==> config.mk <==
export PLATFORM = sky130hd
export DESIGN_NAME = irq_pending_latch
export DESIGN_NICKNAME = d
export VERILOG_FILES = /design/src/rtl/irq_pending_latch_pkg.sv /design/src/rtl/req_sync_edge.sv /design/src/rtl/irq_pending_latch.sv
export SDC_FILE = /design/constraint.sdc
export NUM_CORES = 1
export LEC_CHECK = 0
export CAP_MARGIN = 40
export CORE_MARGIN = 2
export CORE_UTILIZATION = 45
export CTS_BUF_LIST = sky130_fd_sc_hd__clkbuf_2
export DETAILED_ROUTE_END_ITERATION = 8
export HOLD_SLACK_MARGIN = 0.08
export PLACE_DENSITY_LB_ADDON = 0.3
export SYNTH_ARGS = -nofsm -noshare
export SYNTH_HDL_FRONTEND = slang
export SYNTH_HIERARCHICAL = 1
export SYNTH_SLANG_ARGS = --single-unit
==> constraint.sdc <==
create_clock -name clk -period 1.65 [get_ports clk]
set_clock_uncertainty 0.15 [all_clocks]
set_input_delay 0.33 -clock clk [delete_from_list [all_inputs] [get_ports clk]]
set_output_delay 0.33 -clock clk [all_outputs]
set_load 0.03 [all_outputs]
==> src/rtl/irq_pending_latch_pkg.sv <==
// Shared definitions for the interrupt pending latch: line count, index width
// and the handshake FSM state encoding.
package irq_pending_latch_pkg;

    localparam int NUM_LINES = 4;
    localparam int IDX_W     = 2;

    typedef enum logic [1:0] {
        ST_IDLE  = 2'd0,
        ST_OFFER = 2'd1,
        ST_GAP   = 2'd2
    } state_t;

    function automatic logic [NUM_LINES-1:0] onehot(input logic [IDX_W-1:0] idx);
        return NUM_LINES'(1) << idx;
    endfunction

endpackage

==> src/rtl/req_sync_edge.sv <==
// Per-line request synchroniser with an edge (or level) detector on the
// synchronised value.
module req_sync_edge #(
    parameter int SYNC_STAGES = 2,
    parameter bit EDGE_MODE   = 1'b1
) (
    input  logic clk,
    input  logic rst_n,
    input  logic raw,
    output logic hit
);

    logic [SYNC_STAGES-1:0] chain;
    logic                   prev;

    always_ff @(posedge clk or negedge rst_n) begin
        if (!rst_n) begin
            chain <= '0;
            prev  <= 1'b0;
        end else begin
            chain <= {chain[SYNC_STAGES-2:0], raw};
            prev  <= chain[SYNC_STAGES-1];
        end
    end

    assign hit = EDGE_MODE ? (chain[SYNC_STAGES-1] & ~prev) : chain[SYNC_STAGES-1];

endmodule

==> src/rtl/irq_pending_latch.sv <==
// Request stage ahead of the priority encoder: sticky pending/overflow bits
// per line and a valid/ready offer of the encoder's winning index.
module irq_pending_latch
    import irq_pending_latch_pkg::*;
#(
    parameter int SYNC_STAGES = 2,
    parameter bit EDGE_MODE   = 1'b1
) (
    input  logic                 clk,
    input  logic                 rst_n,
    input  logic [NUM_LINES-1:0] req_raw,
    input  logic [NUM_LINES-1:0] mask,
    output logic                 D3,
    output logic                 D2,
    output logic                 D1,
    output logic                 D0,
    input  logic [IDX_W-1:0]     enc_y,
    input  logic                 enc_v,
    output logic                 irq_valid,
    output logic [IDX_W-1:0]     irq_idx,
    input  logic                 irq_ready,
    output logic [NUM_LINES-1:0] ovf,
    input  logic [NUM_LINES-1:0] ovf_clr
);

    logic [NUM_LINES-1:0] hit;
    logic [NUM_LINES-1:0] pend;
    logic [NUM_LINES-1:0] clear;
    logic                 accept;
    state_t               state;
    state_t               state_nxt;
    logic                 valid_nxt;
    logic [IDX_W-1:0]     idx_nxt;

    for (genvar i = 0; i < NUM_LINES; i++) begin : g_line
        req_sync_edge #(
            .SYNC_STAGES (SYNC_STAGES),
            .EDGE_MODE   (EDGE_MODE)
        ) u_sync (
            .clk   (clk),
            .rst_n (rst_n),
            .raw   (req_raw[i]),
            .hit   (hit[i])
        );
    end

    assign accept = irq_valid & irq_ready;
    assign clear  = accept ? onehot(irq_idx) : '0;

    // A fresh edge beats the accept-clear, and then counts as a new request rather than an overflow.
    always_ff @(posedge clk or negedge rst_n) begin
        if (!rst_n) begin
            pend <= '0;
            ovf  <= '0;
        end else begin
            pend <= hit | (pend & ~clear);
            ovf  <= (hit & pend & ~clear) | (ovf & ~ovf_clr);
        end
    end

    assign {D3, D2, D1, D0} = pend & mask;

    always_ff @(posedge clk or negedge rst_n) begin
        if (!rst_n) begin
            state     <= ST_IDLE;
            irq_valid <= 1'b0;
            irq_idx   <= '0;
        end else begin
            state     <= state_nxt;
            irq_valid <= valid_nxt;
            irq_idx   <= idx_nxt;
        end
    end

    always_comb begin
        state_nxt = state;
        case (state)
            ST_IDLE:  if (enc_v)  state_nxt = ST_OFFER;
            ST_OFFER: if (accept) state_nxt = ST_GAP;
            ST_GAP:   state_nxt = ST_IDLE;
            default:  state_nxt = ST_IDLE;
        endcase
    end

    // The index is frozen once captured, so later pending or mask changes cannot preempt an offer.
    always_comb begin
        valid_nxt = (state == ST_OFFER) && !accept;
        idx_nxt   = irq_idx;
        if (state == ST_IDLE && enc_v) idx_nxt = enc_y;
    end

endmodule
==> flow_metrics.py <==
metrics = {
    "synth": {
        "synth_top_area_share": 0.6974,
        "synthTopCellsByArea": "dfrtp_1, nor2b_4, a32o_1",
        "netlist_instances": 60,
        "synth.avg_cell_area_um2": 14.95,
        "synth_area_um2": 897.1,
        "synth-seq-area-share": 0.6974,
        "yosys_warnings": 6,
        "ys_seq_elements": 25,
        "syn-num-nets": 78,
        "synth_top_cell_by_area": "dfrtp_1",
        "synth_cell_type_count": 18,
    },
    "route": {
        "drt_iter0_drc": 4,
        "vias": 582,
        "antenna_left": 0,
        "drc": 0,
        "wl_per_cell_um": 11.10,
        "first_pass_iters": 4,
        "finalWirelength_um": 1365,
        "vias_per_cell": 4.732,
    },
    "power_and_ir_drop": {
        "switching_share": 0.3475,
        "combPwrFrac": 0.370,
        "p_per_area_mw_per_mm2": 1367,
        "p_sw_w": 0.0005848,
        "seq_power_share": 0.493,
        "p_leak_nw": 0.5657,
        "p_clk_frac": 0.138,
        "p_total_w": 0.001683,
        "peakVddDrop_v": 0.0007526,
        "power.internal_w": 0.001098,
    },
    "worst_setup_path": {
        "crit_slowest_cell": "dfrtp_1",
        "cp-end-kind": "output pin",
        "arrival_ns": 1.10,
        "worstSetupPathType": "reg -> out",
        "worst-path-stages": 1,
        "path_max_fanout": 2,
        "worstSetupStartpointType": "flip-flop",
        "path_delay_family": "flip-flops",
        "crit_chain": "clkdlybuf4s15_1",
        "cpPeakStageDelay_ns": 0.42,
        "required_ns": 1.17,
        "cp_num_buf_inv": 1,
        "worst-r2r-cell-count": 2,
    },
    "clock_network": {
        "htree_levels": 1,
        "cts.sinks": 25,
        "cts_buffers": 3,
        "cts_root_buf": "clkbuf_2",
        "cts_tree": "built",
        "clockBufferDepth": 2,
        "clkLatencyLatePin_ns": 0.34,
        "clkSlewWorstSetupHoldPaths_ns": 0.21,
    },
    "finish": {
        "nets": 115,
        "syn2layout_area_growth_pct": 37.24,
        "nFillCells": 156,
        "drive_gt1_frac": 0.2188,
        "antenna_cells": 0,
    },
    "timing": {
        "final-hold-violation-count": 0,
        "drv_slew": 0,
        "rsz0062_at_grt": "false",
        "maxSlewHeadroom": 0.7994,
        "final.period_utilization": 0.9565,
        "fmax_ghz": 0.6336,
        "holdWs_ns": 0.1564,
        "fin_crit_ns": 1.578,
        "tightestPinTransition_ns": 0.3009,
        "finalSetupViolations": 0,
    },
    "grt": {
        "grtUsageMet2": 0.2192,
        "antenna_found_initial": 0,
        "use_met3": 0.03704,
        "grt_pass1_vias": 581,
        "grt_max_degree": 26,
        "grtUsageMet1": 0.1734,
        "grt_usage": 0.1439,
        "busiest_layer": "met2",
        "grt_overflow": 0,
        "grt_pass1_wl_um": 2511,
    },
    "die": {
        "die_w_um": 48.65,
        "ios": 29,
        "fp.coreArea_mm2": 0.001922,
        "die_h_um": 48.65,
        "rows": 16,
        "die-area_mm2": 0.002367,
        "initial_core_util": 0.4668,
    },
    "place": {
        "port_buffers": 28,
        "dpl.hpwl_um": 1055,
        "gp_congestion": 0.7255,
    },
    "worst_hold_path": {
        "hold_class": "in -> async",
    },
    "outcome": {
        "status": "complete, no violations",
    },
    "run": {
        "maxCapViolCount": 0,
    },
}
-- path summary, 6_finish.rpt --
path,startpoint,endpoint,slack (ns)
max,ovf[1],ovf[1],0.07
min,rst_n,pend[3],0.16
max reg2reg,state[0],irq_idx[0],0.34
min reg2reg,g_line[3].u_sync/chain[0],g_line[3].u_sync/chain[1],0.23
max in group asynchronous,rst_n,g_line[2].u_sync/chain[0],0.96
min in group clk,g_line[3].u_sync/chain[0],g_line[3].u_sync/chain[1],0.23
-- area by class of cell --
type	instances	area (µm²)	share of cell area
Sequential cell	25	625.6	0.5081
Timing Repair Buffer	32	280.3	0.2276
Multi-Input combinational cell	29	249.0	0.2022
Tap cell	27	33.78	0.02744
Inverter	6	22.52	0.01829
Clock buffer	4	20.02	0.01626
-- synth_stat cells --
cell type,n
nand2b_1,1
dfrtp_1,25
o21bai_1,1
nor2_1,1
a31o_1,1
nand4_1,1
nor3b_2,1
nand2_1,2
a21o_1,3
and4bb_1,1
inv_1,6
and2_1,4
a21oi_1,1
nor2b_4,4
o22ai_1,1
a32o_1,3
nand4b_1,2
mux2_1,2
-- kinds of logic (layout without fill, tap and decap cells) --
logic type      Yosys count  count (layout)  synth area share
flops                    25              25            0.6974
mux                       2               2           0.02510
simple gates             17              17            0.1632
buf+inv                   6              42           0.02510
compound gates           10              10           0.08926
-- stage by stage --
stage	cells	util	setup slack [ns]	area, µm²	setup TNS [ns]
finish	123	0.6406	0.07174	1231	0
global route	123	0.6406	0.002257	1231	0
CTS	123	0.6471	0.001214	1244	0
detailed placement	119	0.6406	-0.01092	1231	-0.01092
global placement	119	0.6406	0.03261	1231	0
floorplan	60	-	0.3740	897.1	0
-- routing by layer --
layer | part of all wire | wire (µm)
met1 | 0.42 | 574
met2 | 0.48 | 655
met3 | 0.065 | 89
met4 | 0.034 | 46
met5 | 0 | 0
-- what timing repair did --
action	in CTS	in global routing
setup buffers	0	0
resized for setup	8	10
hold buffers	0	0
endpoints found under the setup margin	7	7
-- power by group through the flow --
| stage | clock network (W) | registers (W) | logic (W) |
|---|---|---|---|
| detailed placement | 0 | 0.000843 | 0.000681 |
| global route | 0.000263 | 0.000849 | 0.000677 |
| floorplan | 0 | 0.000978 | 0.000229 |
| CTS | 0.000245 | 0.000830 | 0.000638 |
| finish | 0.000232 | 0.000829 | 0.000622 |
| global placement | 0 | 0.000842 | 0.000669 |
-- sequential cells by signal, indices dropped and copies added (netlist names) --
name                 cells
irq_valid                1
ovf                      4
g_line.u_sync/chain      8
irq_idx                  2
g_line.u_sync/prev       4
state                    2
pend                     4
-- layout by cell type, fill, tap and decap left out --
cell / count
a21o_1: 3
a21oi_1: 1
a31o_1: 1
a32o_1: 3
and2_1: 4
and4bb_1: 1
buf_4: 8
clkbuf_2: 8
clkdlybuf4s15_1: 3
clkdlybuf4s50_1: 17
dfrtp_1: 25
inv_1: 6
mux2_1: 2
nand2_1: 2
nand2b_1: 1
nand4_1: 1
nand4b_1: 2
nor2_1: 1
nor2b_4: 4
nor3b_2: 1
o21bai_1: 1
o22ai_1: 1
No activity file was read; power rests on OpenSTA's default activity.
